$ cat config.mk
export PLATFORM = sky130hd
export DESIGN_NAME = banner_scan_controller
export DESIGN_NICKNAME = d
export VERILOG_FILES = /design/src/rtl/banner_pkg.sv /design/src/rtl/banner_scan_timer.sv /design/src/rtl/seg7_decoder.sv /design/src/rtl/banner_scan_controller.sv
export SDC_FILE = /design/constraint.sdc
export NUM_CORES = 1
export LEC_CHECK = 0
export CAP_MARGIN = 20
export CORE_UTILIZATION = 65
export CTS_CLUSTER_SIZE = 20
export DETAILED_ROUTE_END_ITERATION = 8
export PLACE_DENSITY = 0.85
export SYNTH_ARGS = -nofsm -noshare
export SYNTH_HDL_FRONTEND = slang
export SYNTH_SLANG_ARGS = --single-unit
$ cat constraint.sdc
create_clock -name clock -period 10.44 [get_ports clock]
set_input_delay 1.044 -clock clock [delete_from_list [all_inputs] [get_ports clock]]
set_output_delay 1.044 -clock clock [all_outputs]
set_load 0.02 [all_outputs]
$ cat src/rtl/banner_pkg.sv
// Shared constants and types for the banner scan controller.
// Pure definitions: no latency, no flow control.
package banner_pkg;
  localparam int MSG_LEN_MAX = 16;

  typedef logic [3:0] char_t;
  typedef enum logic {IDLE, PENDING} commit_state_t;

  localparam char_t      BLANK_CODE = 4'hF;
  localparam logic [3:0] ANODE_OFF  = 4'b1111;

  // One-cold anode pattern for display position pos (3 = leftmost).
  function automatic logic [3:0] anode_for_pos(input logic [1:0] pos);
    return ~(4'b0001 << pos);
  endfunction
endpackage

$ cat src/rtl/banner_scan_timer.sv
// Digit-slot prescaler and slot index (3 down to 0); strobes slot_tick and frame_end.
// Strobes are combinational from registered counters; free-running, no backpressure.
module banner_scan_timer #(
  parameter int SCAN_DIV = 50000
) (
  input  logic       i_clk,
  input  logic       i_rst_n,
  output logic       o_slot_tick,
  output logic       o_frame_end,
  output logic [1:0] o_slot_nxt
);
  localparam int PW = (SCAN_DIV > 1) ? $clog2(SCAN_DIV) : 1;

  logic [PW-1:0] r_presc;
  logic [1:0]    r_slot;
  logic          w_tick;

  assign w_tick = (r_presc == PW'(SCAN_DIV - 1));

  // Slot index decrements and wraps 0 -> 3 through natural 2-bit overflow.
  always_ff @(posedge i_clk or negedge i_rst_n) begin
    if (!i_rst_n) begin
      r_presc <= '0;
      r_slot  <= 2'd3;
    end else if (w_tick) begin
      r_presc <= '0;
      r_slot  <= r_slot - 2'd1;
    end else begin
      r_presc <= r_presc + PW'(1);
    end
  end

  assign o_slot_tick = w_tick;
  assign o_frame_end = w_tick && (r_slot == 2'd0);
  assign o_slot_nxt  = r_slot - 2'd1;
endmodule

$ cat src/rtl/seg7_decoder.sv
// 4-bit code to active-high 7-segment pattern (bit0 = a .. bit6 = g); codes 10-15 blank.
// Combinational, no backpressure.
module seg7_decoder (
  input  logic [3:0] i_code,
  output logic [6:0] o_seg
);
  always_comb begin
    o_seg = 7'h00;
    case (i_code)
      4'd0: o_seg = 7'h3F;
      4'd1: o_seg = 7'h06;
      4'd2: o_seg = 7'h5B;
      4'd3: o_seg = 7'h4F;
      4'd4: o_seg = 7'h66;
      4'd5: o_seg = 7'h6D;
      4'd6: o_seg = 7'h7D;
      4'd7: o_seg = 7'h07;
      4'd8: o_seg = 7'h7F;
      4'd9: o_seg = 7'h6F;
      default: o_seg = 7'h00;
    endcase
  end
endmodule

$ cat src/rtl/banner_scan_controller.sv
// 4-digit multiplexed banner: rotating MSG_LEN-char message, shadow buffer committed at frame end.
// Display updates 1 cycle after slot tick (2 with SCAN_GHOST_GUARD_EN); wr_ready low while a commit is pending.
module banner_scan_controller
  import banner_pkg::*;
#(
  parameter int SCAN_DIV = 50000,
  parameter int ROT_DIV  = 25,
  parameter int MSG_LEN  = 10
) (
  input  logic       clock,
  input  logic       reset,
  input  logic       en,
  input  logic       dir,
  input  logic       wr_valid,
  output logic       wr_ready,
  input  logic [3:0] wr_addr,
  input  logic [3:0] wr_data,
  input  logic       commit,
  output logic [6:0] segment,
  output logic [3:0] anode,
  output logic [3:0] offset
);
  localparam int RW = (ROT_DIV > 1) ? $clog2(ROT_DIV) : 1;

  char_t         r_shadow [MSG_LEN];
  char_t         r_active [MSG_LEN];
  commit_state_t r_state, w_state_nxt;
  logic          r_ready;
  logic [RW-1:0] r_rot, w_rot_nxt;
  logic [3:0]    r_offset, w_off_nxt;
  logic [3:0]    r_anode;
  logic [6:0]    r_segment;

  logic          w_tick, w_frame_end, w_copy, w_wr_fire;
  logic [1:0]    w_slot_nxt;
  logic [4:0]    w_sum, w_idx_full;
  logic [3:0]    w_idx, w_anode_new;
  char_t         w_char;
  logic [6:0]    w_seg_dec;

  banner_scan_timer #(.SCAN_DIV(SCAN_DIV)) u_timer (
    .i_clk       (clock),
    .i_rst_n     (reset),
    .o_slot_tick (w_tick),
    .o_frame_end (w_frame_end),
    .o_slot_nxt  (w_slot_nxt)
  );

  assign w_wr_fire = wr_valid && r_ready;

  always_comb begin
    w_state_nxt = r_state;
    w_copy      = 1'b0;
    case (r_state)
      IDLE:    if (commit) w_state_nxt = PENDING;
      PENDING: if (w_frame_end) begin
        w_copy      = 1'b1;
        w_state_nxt = IDLE;
      end
      default: w_state_nxt = IDLE;
    endcase
  end

  // A commit landing at a frame end overrides any rotation step due there.
  always_comb begin
    w_rot_nxt = r_rot;
    w_off_nxt = r_offset;
    if (w_copy) begin
      w_rot_nxt = '0;
      w_off_nxt = 4'd0;
    end else if (w_frame_end && en) begin
      if (r_rot == RW'(ROT_DIV - 1)) begin
        w_rot_nxt = '0;
        if (dir) w_off_nxt = (r_offset == 4'(MSG_LEN - 1)) ? 4'd0 : r_offset + 4'd1;
        else     w_off_nxt = (r_offset == 4'd0) ? 4'(MSG_LEN - 1) : r_offset - 4'd1;
      end else begin
        w_rot_nxt = r_rot + RW'(1);
      end
    end
  end

  always_ff @(posedge clock or negedge reset) begin
    if (!reset) begin
      r_state  <= IDLE;
      r_ready  <= 1'b0;
      r_rot    <= '0;
      r_offset <= 4'd0;
    end else begin
      r_state  <= w_state_nxt;
      r_ready  <= (w_state_nxt == IDLE);
      r_rot    <= w_rot_nxt;
      r_offset <= w_off_nxt;
    end
  end

  // Writes and the copy never coincide: writes need IDLE, the copy happens in PENDING.
  always_ff @(posedge clock or negedge reset) begin
    if (!reset) begin
      for (int i = 0; i < MSG_LEN; i++) begin
        r_shadow[i] <= BLANK_CODE;
        r_active[i] <= BLANK_CODE;
      end
    end else begin
      if (w_wr_fire && ({1'b0, wr_addr} < 5'(MSG_LEN))) r_shadow[wr_addr] <= wr_data;
      if (w_copy) begin
        for (int i = 0; i < MSG_LEN; i++) r_active[i] <= r_shadow[i];
      end
    end
  end

  // Select from next-state buffer/offset so each frame shows one consistent view.
  assign w_sum       = {1'b0, w_off_nxt} + 5'd3 - {3'b000, w_slot_nxt};
  assign w_idx_full  = (w_sum >= 5'(MSG_LEN)) ? (w_sum - 5'(MSG_LEN)) : w_sum;
  assign w_idx       = w_idx_full[3:0];
  assign w_char      = w_copy ? r_shadow[w_idx] : r_active[w_idx];
  assign w_anode_new = anode_for_pos(w_slot_nxt);

  seg7_decoder u_dec (
    .i_code (w_char),
    .o_seg  (w_seg_dec)
  );

`ifdef SCAN_GHOST_GUARD_EN
  logic       r_ghost;
  logic [3:0] r_pend_anode;
  logic [6:0] r_pend_seg;

  always_ff @(posedge clock or negedge reset) begin
    if (!reset) begin
      r_anode      <= ANODE_OFF;
      r_segment    <= 7'h00;
      r_ghost      <= 1'b0;
      r_pend_anode <= ANODE_OFF;
      r_pend_seg   <= 7'h00;
    end else if (w_tick) begin
      r_anode      <= ANODE_OFF;
      r_segment    <= 7'h00;
      r_ghost      <= 1'b1;
      r_pend_anode <= w_anode_new;
      r_pend_seg   <= w_seg_dec;
    end else if (r_ghost) begin
      r_anode   <= r_pend_anode;
      r_segment <= r_pend_seg;
      r_ghost   <= 1'b0;
    end
  end
`else
  always_ff @(posedge clock or negedge reset) begin
    if (!reset) begin
      r_anode   <= ANODE_OFF;
      r_segment <= 7'h00;
    end else if (w_tick) begin
      r_anode   <= w_anode_new;
      r_segment <= w_seg_dec;
    end
  end
`endif

  assign anode    = r_anode;
  assign segment  = r_segment;
  assign offset   = r_offset;
  assign wr_ready = r_ready;
endmodule

=== Word level (Yosys, flattened, before mapping) ===
Memories as Yosys holds them, arrays and structs flattened. A register that Yosys moved wholly into a read port is not among the register bits.
Cells that the tools add are included.

* Bits in registers: 113
* Bits in read-only memories: 112
* Output and inout bits: 16
* Word-level logic and storage cells: 85
* Memories: 1

* $add $sub $neg: 8
* Magnitude comparators: 5
* Equal/unequal tests: 3
* Shifts and indexed selects: 1
* Muxes and demuxes: 26
* Bitwise gates (word level): 5
* Reductions and logical operators: 9

{| class="wikitable"
|+ Memory list
! memory !! words !! bits a word !! rd ports !! clocked after Yosys merged registers in !! wr ports !! line !! RTL
|-
| (name not given) || 16 || 7 || 1 || 1 || 0 || seg7_decoder.sv:9 || <nowiki>case (i_code)</nowiki>
|}

{| class="wikitable"
|+ Operators with widths
! kind !! number
|-
| $mux 4 || 13
|-
| $bwmux 40 || 1
|-
| $bmux 4 s4 || 2
|-
| $add 16x1->16 const B || 1
|-
| $demux 4 s4 || 1
|-
| $eq 16x16->1 const B || 1
|-
| $mux 16 || 1
|-
| $mux 5 || 3
|-
| $ge 5x5->1 const B || 2
|-
| $not 4->5 || 2
|-
| $add 4x2->5 const B || 1
|-
| $add 5x1->5 const B || 1
|-
| $eq 5x5->1 const B || 1
|-
| $ge 5x4->1 const B || 1
|-
| $logic_and 1x1->1 || 5
|-
| $lt 5x1->1 const B || 1
|-
| $sub 5x2->5 || 1
|-
| $add 4x1->4 const B || 1
|-
| $eq 4x4->1 const B || 1
|-
| $logic_not 4->1 || 1
|-
| $lt 4x4->1 const B || 1
|-
| $mux 1 || 4
|-
| $not 4->4 || 1
|-
| $shl 1x2->4 const A || 1
|-
| other kinds (8) || 9
|}

=== Depth between registers and ports, before layout ===
Gate-level depths: netlist of the first run.

* Depth in word-level cells: 15
* Mapped depth: 31
* Mapped depth without buffers: 28

=== Hierarchy ===
From an unflattened synthesis of the first run, not the netlist that was laid out.

* Cells, all modules: 623
* Area total of the unflattened synthesis: 6251.0 um^2

{| class="wikitable"
|+ Modules (own cells, without submodules)
! module !! times used !! cells an instance !! area an instance (um^2) !! seq. area each (um^2)
|-
| banner_scan_controller || 1 || 513 || 5173.7 || 2657.5
|-
| banner_scan_timer || 1 || 80 || 859.6 || 452.9
|-
| seg7_decoder || 1 || 30 || 217.7 || 0.0
|}

=== Least setup slack after synthesis of the first run ===
No wires, ideal clock.

* Path kind: flip-flop to flip-flop
* Start: reg u_timer.r_presc[11]
* End: reg r_segment[6] (netlist: segment[6])
* Setup time: 124 ps
* Data arrival time: 5937 ps
* Path slack: 4379 ps
* Stages on the path, launching flop included: 26
* Period minus slack after synthesis: 6061 ps
* Path through: dfrtp_1 nor4b_4 and4_4 and2_1 clkbuf_1 clkbuf_1 buf_1 nor2_1 ha_1 ha_1 fa_1 inv_1 ha_1 clkbuf_1 and2_1 clkbuf_1 or3_1 a21oi_1 a211o_1 nor4_2 nand2b_1 a31oi_1 a21oi_2 nor2_2 mux2_4 o31a_1

* Cells in the longest elaborated chain, start to end: 14
* Elaborated cells on any way between the ends: 20
* Those cells by class: add/sub: 3; order compare: 1; eq/ne: 1; mux: 12; bitwise: 1; reduce/logical: 2

{| class="wikitable"
|+ Ends and longest elaborated chain
! what !! line !! RTL
|-
| from (decl) || banner_scan_timer.sv:14 || <nowiki>logic [PW-1:0] r_presc;</nowiki>
|-
| from (signal assigned) || banner_scan_timer.sv:29 || <nowiki>r_presc <= r_presc + PW'(1);</nowiki>
|-
| $eq 16x16->1 * || banner_scan_timer.sv:18 || <nowiki>assign w_tick = (r_presc == PW'(SCAN_DIV - 1));</nowiki>
|-
| $logic_and 1x1->1 * || banner_scan_timer.sv:34 || <nowiki>assign o_frame_end = w_tick && (r_slot == 2'd0);</nowiki>
|-
| $mux 1 or $logic_and 1x1->1 (tied branches) || banner_scan_controller.sv:56, banner_scan_controller.sv:71 ||
|-
| $mux 1 or $mux 4 (tied branches) || banner_scan_controller.sv:54, banner_scan_controller.sv:71 ||
|-
| $mux 4 * || banner_scan_controller.sv:68 || <nowiki>if (w_copy) begin</nowiki>
|-
| via w_off_nxt[1] || banner_scan_controller.sv:30 || <nowiki>logic [3:0] r_offset, w_off_nxt;</nowiki>
|-
| $add 4x2->5 * || banner_scan_controller.sv:112 || <nowiki>assign w_sum = {1'b0, w_off_nxt} + 5'd3 - {3'b000, w_slot_nxt};</nowiki>
|-
| $sub 5x2->5 * || banner_scan_controller.sv:112 ||
|-
| $sub 4x4->4 or $ge 5x4->1 (tied branches) || banner_scan_controller.sv:113 || <nowiki>assign w_idx_full = (w_sum >= 5'(MSG_LEN)) ? (w_sum - 5'(MSG_LEN)) : w_sum;</nowiki>
|-
| $mux 4 * || banner_scan_controller.sv:113 ||
|-
| $not 4->5 (not written as such) * || banner_scan_controller.sv:115 || <nowiki>assign w_char = w_copy ? r_shadow[w_idx] : r_active[w_idx];</nowiki>
|-
| $bmux 4 s4 || banner_scan_controller.sv:115 ||
|-
| $mux 4 (not written as such) (2 in a row) || banner_scan_controller.sv:115 ||
|-
| $mux 4 * || banner_scan_controller.sv:115 ||
|-
| to (decl) || banner_scan_controller.sv:32 || <nowiki>logic [6:0] r_segment;</nowiki>
|}

Mark *: on every way through the listed nets, which the timed path passes. The rest lies on a longest branch. The select of a mux whose other input is x is not followed.
A chain may end at the register's enable or synchronous reset.

=== Worst setup path in the final report of the first run ===
* Start: reg u_timer.r_slot[0]
* End: reg r_segment[3] (netlist: segment[3])

* Elaborated cells on any way between the ends: 21
* Those cells by class: add/sub: 4; order compare: 1; mux: 12; bitwise: 1; reduce/logical: 3

{| class="wikitable"
|+ RTL lines
! what !! line !! RTL
|-
| from (decl) || banner_scan_timer.sv:15 || <nowiki>logic [1:0] r_slot;</nowiki>
|-
| from (signal assigned) || banner_scan_timer.sv:27 || <nowiki>r_slot <= r_slot - 2'd1;</nowiki>
|-
| $sub 2x1->2 * || banner_scan_timer.sv:35 || <nowiki>assign o_slot_nxt = r_slot - 2'd1;</nowiki>
|-
| via u_timer.o_slot_nxt[0] || banner_scan_timer.sv:10 || <nowiki>output logic [1:0] o_slot_nxt</nowiki>
|-
| $sub 5x2->5 * || banner_scan_controller.sv:112 ||
|-
| $sub 4x4->4 or $ge 5x4->1 (tied branches) || banner_scan_controller.sv:113 ||
|-
| $mux 4 * || banner_scan_controller.sv:113 ||
|-
| $not 4->5 (not written as such) * || banner_scan_controller.sv:115 ||
|-
| $bmux 4 s4 || banner_scan_controller.sv:115 ||
|-
| $mux 4 (not written as such) (2 in a row) || banner_scan_controller.sv:115 ||
|-
| $mux 4 * || banner_scan_controller.sv:115 ||
|}

Marked as above.

==> results_dict.tcl, run 1 <==
set metrics [dict create \
    grt_overflow 0 \
    max_stage_delay_ns 0.51 \
    synthSimpleGateAreaFrac_pct 20.6 \
    max_cap_violations 0 \
    globalplace.congestion 0.880 \
    hp-class "flip-flop to flip-flop" \
    drc_errors 0 \
    critPathCaptureType "flip-flop" \
    reg2reg_to "segment[3]$_DFFE_PN0N_" \
    fin_crit_sh_pct 62.1 \
    diodes 0 \
    drt-total-wl_um 15900 \
    hold-path-endpoint "r_active[0]$_DFFE_PN1N_" \
    nNetsFinal 756 \
    synth_top_area_share_pct 33.0 \
    vdd_drop_max_uv 162 \
    synth_xor_area_share_pct 1.66 \
    reg2regPathDepth 26 \
    syn-instance-count 698 \
    synth_commonest_cells "nand2_1, dfstp_2, mux2_2, nor2_1, dfrtp_1" \
    cts_tree "built" \
    post_dp_cell_area_um2 7200 \
    num_rows 37 \
    tns_ns 0 \
    vias_per_cell 6.32 \
    clockRootBuffer "clkbuf_8" \
    worst-path-buf-inv 3 \
    setup_viol 0 \
    syn_nets 734 \
    drt-wirelength-per-cell_um 18.3 \
    fin_skew_ns 0.00751 \
    cpMaxStageDelayCell "fa_1" \
    r2r_start "u_timer.r_slot[0]$_DFFE_PN1N_" \
    utilization_pct 75.5 \
    synth_area_leaders "dfstp_2, dfrtp_1, nand2_1" \
    layout-drive-gt1-share_pct 27.6 \
    worstPathRequired_ns 10.91 \
    report.final.slew_viol_count 0 \
    synth_top_area_cell "dfstp_2" \
    slew_headroom_pct 34.1 \
    min-delay-start "r_active[0]$_DFFE_PN1N_" \
    num_vias 5495 \
    cts_max_level 4 \
    ys_types 83 \
    synth_edf_count 0 \
    initial_core_util_pct 66.6 \
    area_delta_synth_final_pct 13.4 \
    die_w_um 105 \
    path_max_fanout 13 \
    antenna_found_initial 0 \
    final_cell_area_um2 7760 \
    async_reset_ff_share_pct 100 \
    yosysWarnings 0 \
    avgSynthCellArea_um2 9.81 \
    track_usage_pct 31.3 \
    cts_resized 0 \
    place_hpwl_um 10600 \
    postRouteAntennaNets 0 \
    synth_compound_area_share_pct 12.0 \
    hold_ws_ns 0.450 \
    path_common_cell "ha_1" \
    num_io_pins 30 \
    cts_buffer_depth 2 \
    insertion_delay_ns 0.55 \
    synth_area_um2 6840 \
    fmax_ghz 0.154 \
    powerDensity_nw_per_um2 136 \
    cts_hold_buf 0 \
    rsz0062_at_grt "no" \
    cp-start-kind "flip-flop" \
    grt_first_pass_wirelength_um 26300 \
    hold_depth 2 \
    clk_pin_slew_worst_paths_ns 0.06 \
    ys_seq_area_share_pct 45.4 \
    numCtsBuffers 17 \
    ys_seq_elements 120 \
    coreArea_um2 10300 \
    power_w 0.00106 \
    worst_pin_slew_ns 0.980 \
    crit_family "compound AO/OA/AOI/OAI gates" \
    post-cts-setup-buffers 0 \
    firstDrtPassIters 5 \
    p_leak_nw 3.32 \
    status "completed" \
    critPathArrivalTime_ns 6.95 \
    muxShareOfSynthArea_pct 13.1 \
    synth-adder-area-share_pct 4.13 \
    drt_first_iter_violations 454 \
    min_period_ns 6.48 \
    cts_sinks 120 \
    ff2ff_setup_slack_ns 3.96 \
    synth_top_family_by_area "simple AND/OR/NAND/NOR gates" \
    final-hold-violation-count 0 \
    synth_flop_cell "dfstp_2" \
    grt_max_degree 77 \
    die_h_um 105 \
    synth_most_common_cell "nand2_1" \
    dieArea_um2 10900 \
    grt_pass1_vias 5297 \
    crit_type "flip-flop to flip-flop" \
    port-buffer-count 29 \
]
[final cells by class]
type,count,area (um2)
clock inverter,7,95.1
clock buffer,25,464
inverter,21,81.3
fill,693,2520
timing repair buffer,33,318
sequential,120,3110
tap,136,170
multi-input combinational,527,3520
[state kept, by name, indices dropped and copies added (netlist names), 2 cells and up]
signal           count
r_active            40
segment              7
anode                4
r_rot                5
u_timer.r_slot       2
r_shadow            40
u_timer.r_presc     16
offset               4
[cell families (layout without fill, tap and decap cells)]
group,after synthesis,after routing
multiplexers,76,76
AND/OR/NAND/NOR,302,302
XOR/XNOR,13,13
buffers and inverters,51,86
adder cells (fa/ha/maj),22,22
AO/OA/AOI/OAI,114,114
flip-flops,120,120
[power by group]
part	switching [W]	internal [W]
Combinational	0.0000160	0.00000872
Sequential	0.00000278	0.000473
Clock	0.000205	0.000352
[through the flow]
step           setup slack, ns  instances
3_3_place_gp              3.96        837
2_1_floorplan             4.38        698
6_report                  3.96        869
3_5_place_dp              3.68        837
5_1_grt                   3.56        869
4_1_cts                   4.03        869
[how the worst max path moves through the flow]
| stage | start | end | slack [ns] | depth (start not counted) |
|---|---|---|---|---|
| floorplan | u_timer.r_presc[11]$_DFF_PN0_ | segment[6]$_DFFE_PN0N_ | 4.38 | 25 |
| global placement | dir | segment[3]$_DFFE_PN0N_ | 3.96 | 20 |
| detailed placement | dir | segment[3]$_DFFE_PN0N_ | 3.68 | 20 |
| CTS | u_timer.r_slot[0]$_DFFE_PN1N_ | segment[3]$_DFFE_PN0N_ | 4.03 | 26 |
| global route | u_timer.r_slot[0]$_DFFE_PN1N_ | segment[3]$_DFFE_PN0N_ | 3.56 | 25 |
| finish | u_timer.r_slot[0]$_DFFE_PN1N_ | segment[3]$_DFFE_PN0N_ | 3.96 | 26 |
[cells in the final DEF (no fill, tap or decap), drive strengths merged, types with 3 or more instances in the layout]
cell type        n
a21o             3
a21oi           22
a22o             3
a311oi           5
a31oi            8
and2             6
and3             8
and4             3
buf              5
clkbuf          25
clkdlybuf4s50   28
clkinv           6
dfrtp           34
dfstp           86
ha              21
inv             19
mux2            57
mux2i           16
mux4             3
nand2          171
nand2b           5
nand3           27
nand4            9
nor2            40
nor2b            4
nor3             6
nor3b            3
o211ai           6
o21ai           28
o22ai            3
o31ai            4
or2              3
or3              4
or4              3
xnor2            5
xor2             8
[tightest hold or removal path, cell delays in order (launching register included)]
cell and delay, ns:
dfstp_2 0.36, nand2_1 0.04, nand2_1 0.04
[layer usage]
metal	part of all wire, %	GRT usage, %	routed length [um]	up-vias
met2	51	52.0	8110	241
met1	41	38.6	6560	2702
met3	5.6	8.48	890	41
met4	2.4	13.2	390	0
li1	-	-	-	2511
met5	0	0	0	-
No activity file was read; power rests on OpenSTA's default activity.
==> run 2, diff against run 1 <==
--- a/config.mk
+++ b/config.mk
@@ -6,10 +6,10 @@
 export NUM_CORES = 1
 export LEC_CHECK = 0
 export CAP_MARGIN = 20
-export CORE_UTILIZATION = 65
+export CORE_UTILIZATION = 55
 export CTS_CLUSTER_SIZE = 20
 export DETAILED_ROUTE_END_ITERATION = 8
-export PLACE_DENSITY = 0.85
+export PLACE_DENSITY = 0.76
 export SYNTH_ARGS = -nofsm -noshare
 export SYNTH_HDL_FRONTEND = slang
 export SYNTH_SLANG_ARGS = --single-unit
==> constraint.sdc (replaced) <==
create_clock -name clock -period 5.7 [get_ports clock]
set_input_delay 0.57 -clock clock [delete_from_list [all_inputs] [get_ports clock]]
set_output_delay 0.57 -clock clock [all_outputs]
set_load 0.02 [all_outputs]
==> run 2 against run 1 <==
Register-to-register slack worse by 3.8 ns. Maximum frequency grew 17%. Total power rose by 100%. Cell count increased by 6.4%. Routed wire length increased by 5.0%. Global-route usage down 3.9 points. Setup slack got worse by 3.8 ns. Core utilization shrank 6.5 points. Largest cell class unchanged. Largest power group unchanged.
==> results_dict.tcl, run 2 (synthesis results as in run 1) <==
set metrics [dict create \
    clockRootBuffer "clkbuf_16" \
    num_rows 40 \
    max_cap_violations 0 \
    max_stage_delay_ns 0.51 \
    drc_errors 0 \
    setup_viol 0 \
    report.final.slew_viol_count 0 \
    die_w_um 114 \
    globalplace.congestion 0.927 \
    die_h_um 114 \
    cts_tree "built" \
    final_common_cell "nand2_1" \
    path_cells "inv_1 -> ha_2 -> and4_4 -> and4_4 -> nand2_4 -> nor2_4 -> mux2i_1 -> nor2_2 -> ha_1 -> ha_4 -> fa_2 -> or3b_4 -> and2_4 -> o21ai_1 -> nand2_1 -> o211ai_2 -> nand2_4 -> buf_12 -> mux2i_1 -> a221oi_2 -> a21oi_4 -> nor2b_4 -> mux2_4 -> o31a_1" \
    fmax_ghz 0.180 \
    vias_per_cell 5.93 \
    reg2regPathDepth 24 \
    clk_pin_slew_worst_paths_ns 0.06 \
    drt-wirelength-per-cell_um 18.1 \
    postRouteAntennaNets 0 \
    area_delta_synth_final_pct 21.5 \
    status "completed" \
    p_leak_nw 3.55 \
    coreArea_um2 12100 \
    worst_pin_slew_ns 1.06 \
    cts_sinks 120 \
    cts_max_level 4 \
    powerDensity_nw_per_um2 259 \
    drt_first_iter_violations 372 \
    hold_ws_ns 0.150 \
    grt_max_degree 82 \
    worst-path-buf-inv 2 \
    antenna_found_initial 0 \
    path_max_fanout 6 \
    ff_latch_area_um2 3110 \
    numCtsBuffers 17 \
    insertion_delay_ns 0.42 \
    r2r_start "u_timer.r_slot[1]$_DFFE_PN1N_" \
    initial_core_util_pct 56.7 \
    nNetsFinal 780 \
    fin_ws_ns 0.149 \
    ff2ff_setup_slack_ns 0.15 \
    critPathCaptureType "flip-flop" \
    fin_skew_ns 0.00588 \
    crit_type "flip-flop to flip-flop" \
    final-hold-violation-count 0 \
    cp-start-kind "flip-flop" \
    slew_headroom_pct 28.4 \
    reg2reg_to "segment[6]$_DFFE_PN0N_" \
    multi_input_area_um2 3720 \
    hp-class "input pin to asynchronous set/reset pin" \
    utilization_pct 69.0 \
    cpMaxStageDelayCell "fa_2" \
    diodes 0 \
    grt_pass1_vias 5443 \
    grt_overflow 0 \
    critPathArrivalTime_ns 5.85 \
    num_vias 5488 \
    reg_top3 "r_active: 40 flops, r_shadow: 40 flops, u_timer.r_presc: 16 flops" \
    crit_family "simple AND/OR/NAND/NOR gates" \
    cts_buffer_depth 2 \
    mostFrequentLayoutCells "nand2_1, dfstp_2, mux2_2" \
    layout-drive-gt1-share_pct 34.6 \
    nFillCells 882 \
    pre_cts_slack_ns -0.127 \
    min_period_ns 5.55 \
    port-buffer-count 29 \
    firstDrtPassIters 5 \
    num_io_pins 30 \
    drt-total-wl_um 16700 \
    worstPathRequired_ns 6.00 \
    place_hpwl_um 11100 \
    dieArea_um2 12900 \
    track_usage_pct 27.4 \
    fin_crit_sh_pct 97.4 \
    grt_first_pass_wirelength_um 27200 \
    vdd_drop_max_uv 242 \
]
run 2: changes by cell type in the layout (fill, tap and decap cells not counted), sizes merged:
cell and change:
bufinv +3, inv +4, clkinv -4, clkbuf -5, clkinvlp +2, buf +24
run 2: what timing repair did:
action | 4_1_cts | 5_1_grt
hold buffers | 0 | 0
gates resized for setup | 10 | 30
buffers inserted | 5 | 4
endpoints found under the hold margin | 0 | 0
pin swaps | 5 | 15
setup endpoints to repair | 7 | 7
run 2: how the worst max path moves through the flow:
stage / endpoint / cells after the start / from
detailed placement: segment[3]$_DFFE_PN0N_ / 25 / u_timer.r_presc[0]$_DFF_PN0_
global placement: segment[6]$_DFFE_PN0N_ / 23 / u_timer.r_slot[1]$_DFFE_PN1N_
floorplan: segment[3]$_DFFE_PN0N_ / 30 / u_timer.r_slot[0]$_DFFE_PN1N_
finish: segment[6]$_DFFE_PN0N_ / 24 / u_timer.r_slot[1]$_DFFE_PN1N_
global route: segment[6]$_DFFE_PN0N_ / 25 / u_timer.r_slot[1]$_DFFE_PN1N_
CTS: segment[3]$_DFFE_PN0N_ / 26 / u_timer.r_slot[1]$_DFFE_PN1N_
run 2: area by class of cell:
cell class,count,share of cell area (%)
clock buffer,20,5.75
clock inverter,12,2.48
sequential,120,37.4
timing repair buffer,57,6.14
multi-input combinational,527,44.7
tap,168,2.53
inverter,21,1.02
run 2: per-layer routing:
metal  up-vias  wire, um  global-route usage, %
met3        36       805                   6.70
met2       169      8470                   47.0
met1      2723      7060                   33.6
met5         -         0                      0
met4         0       402                   10.1
li1       2560         -                      -
run 2: per-stage QoR:
stage	std cells	TNS (ns)	instance area [um2]	power, W
after floorplan	698	0	6890	0.000896
after global placement	884	0	7370	0.000929
after detailed placement	884	-0.538	7370	0.000931
after CTS	921	0	8160	0.00217
after global routing	925	-0.0431	8320	0.00221
final	925	0	8320	0.00215
run 2: where the power goes:
part / switching (W) / total [W] / internal (W)
Combinational: 0.0000306 / 0.0000475 / 0.0000169
Clock: 0.000404 / 0.00123 / 0.000830
Sequential: 0.00000509 / 0.000871 / 0.000866
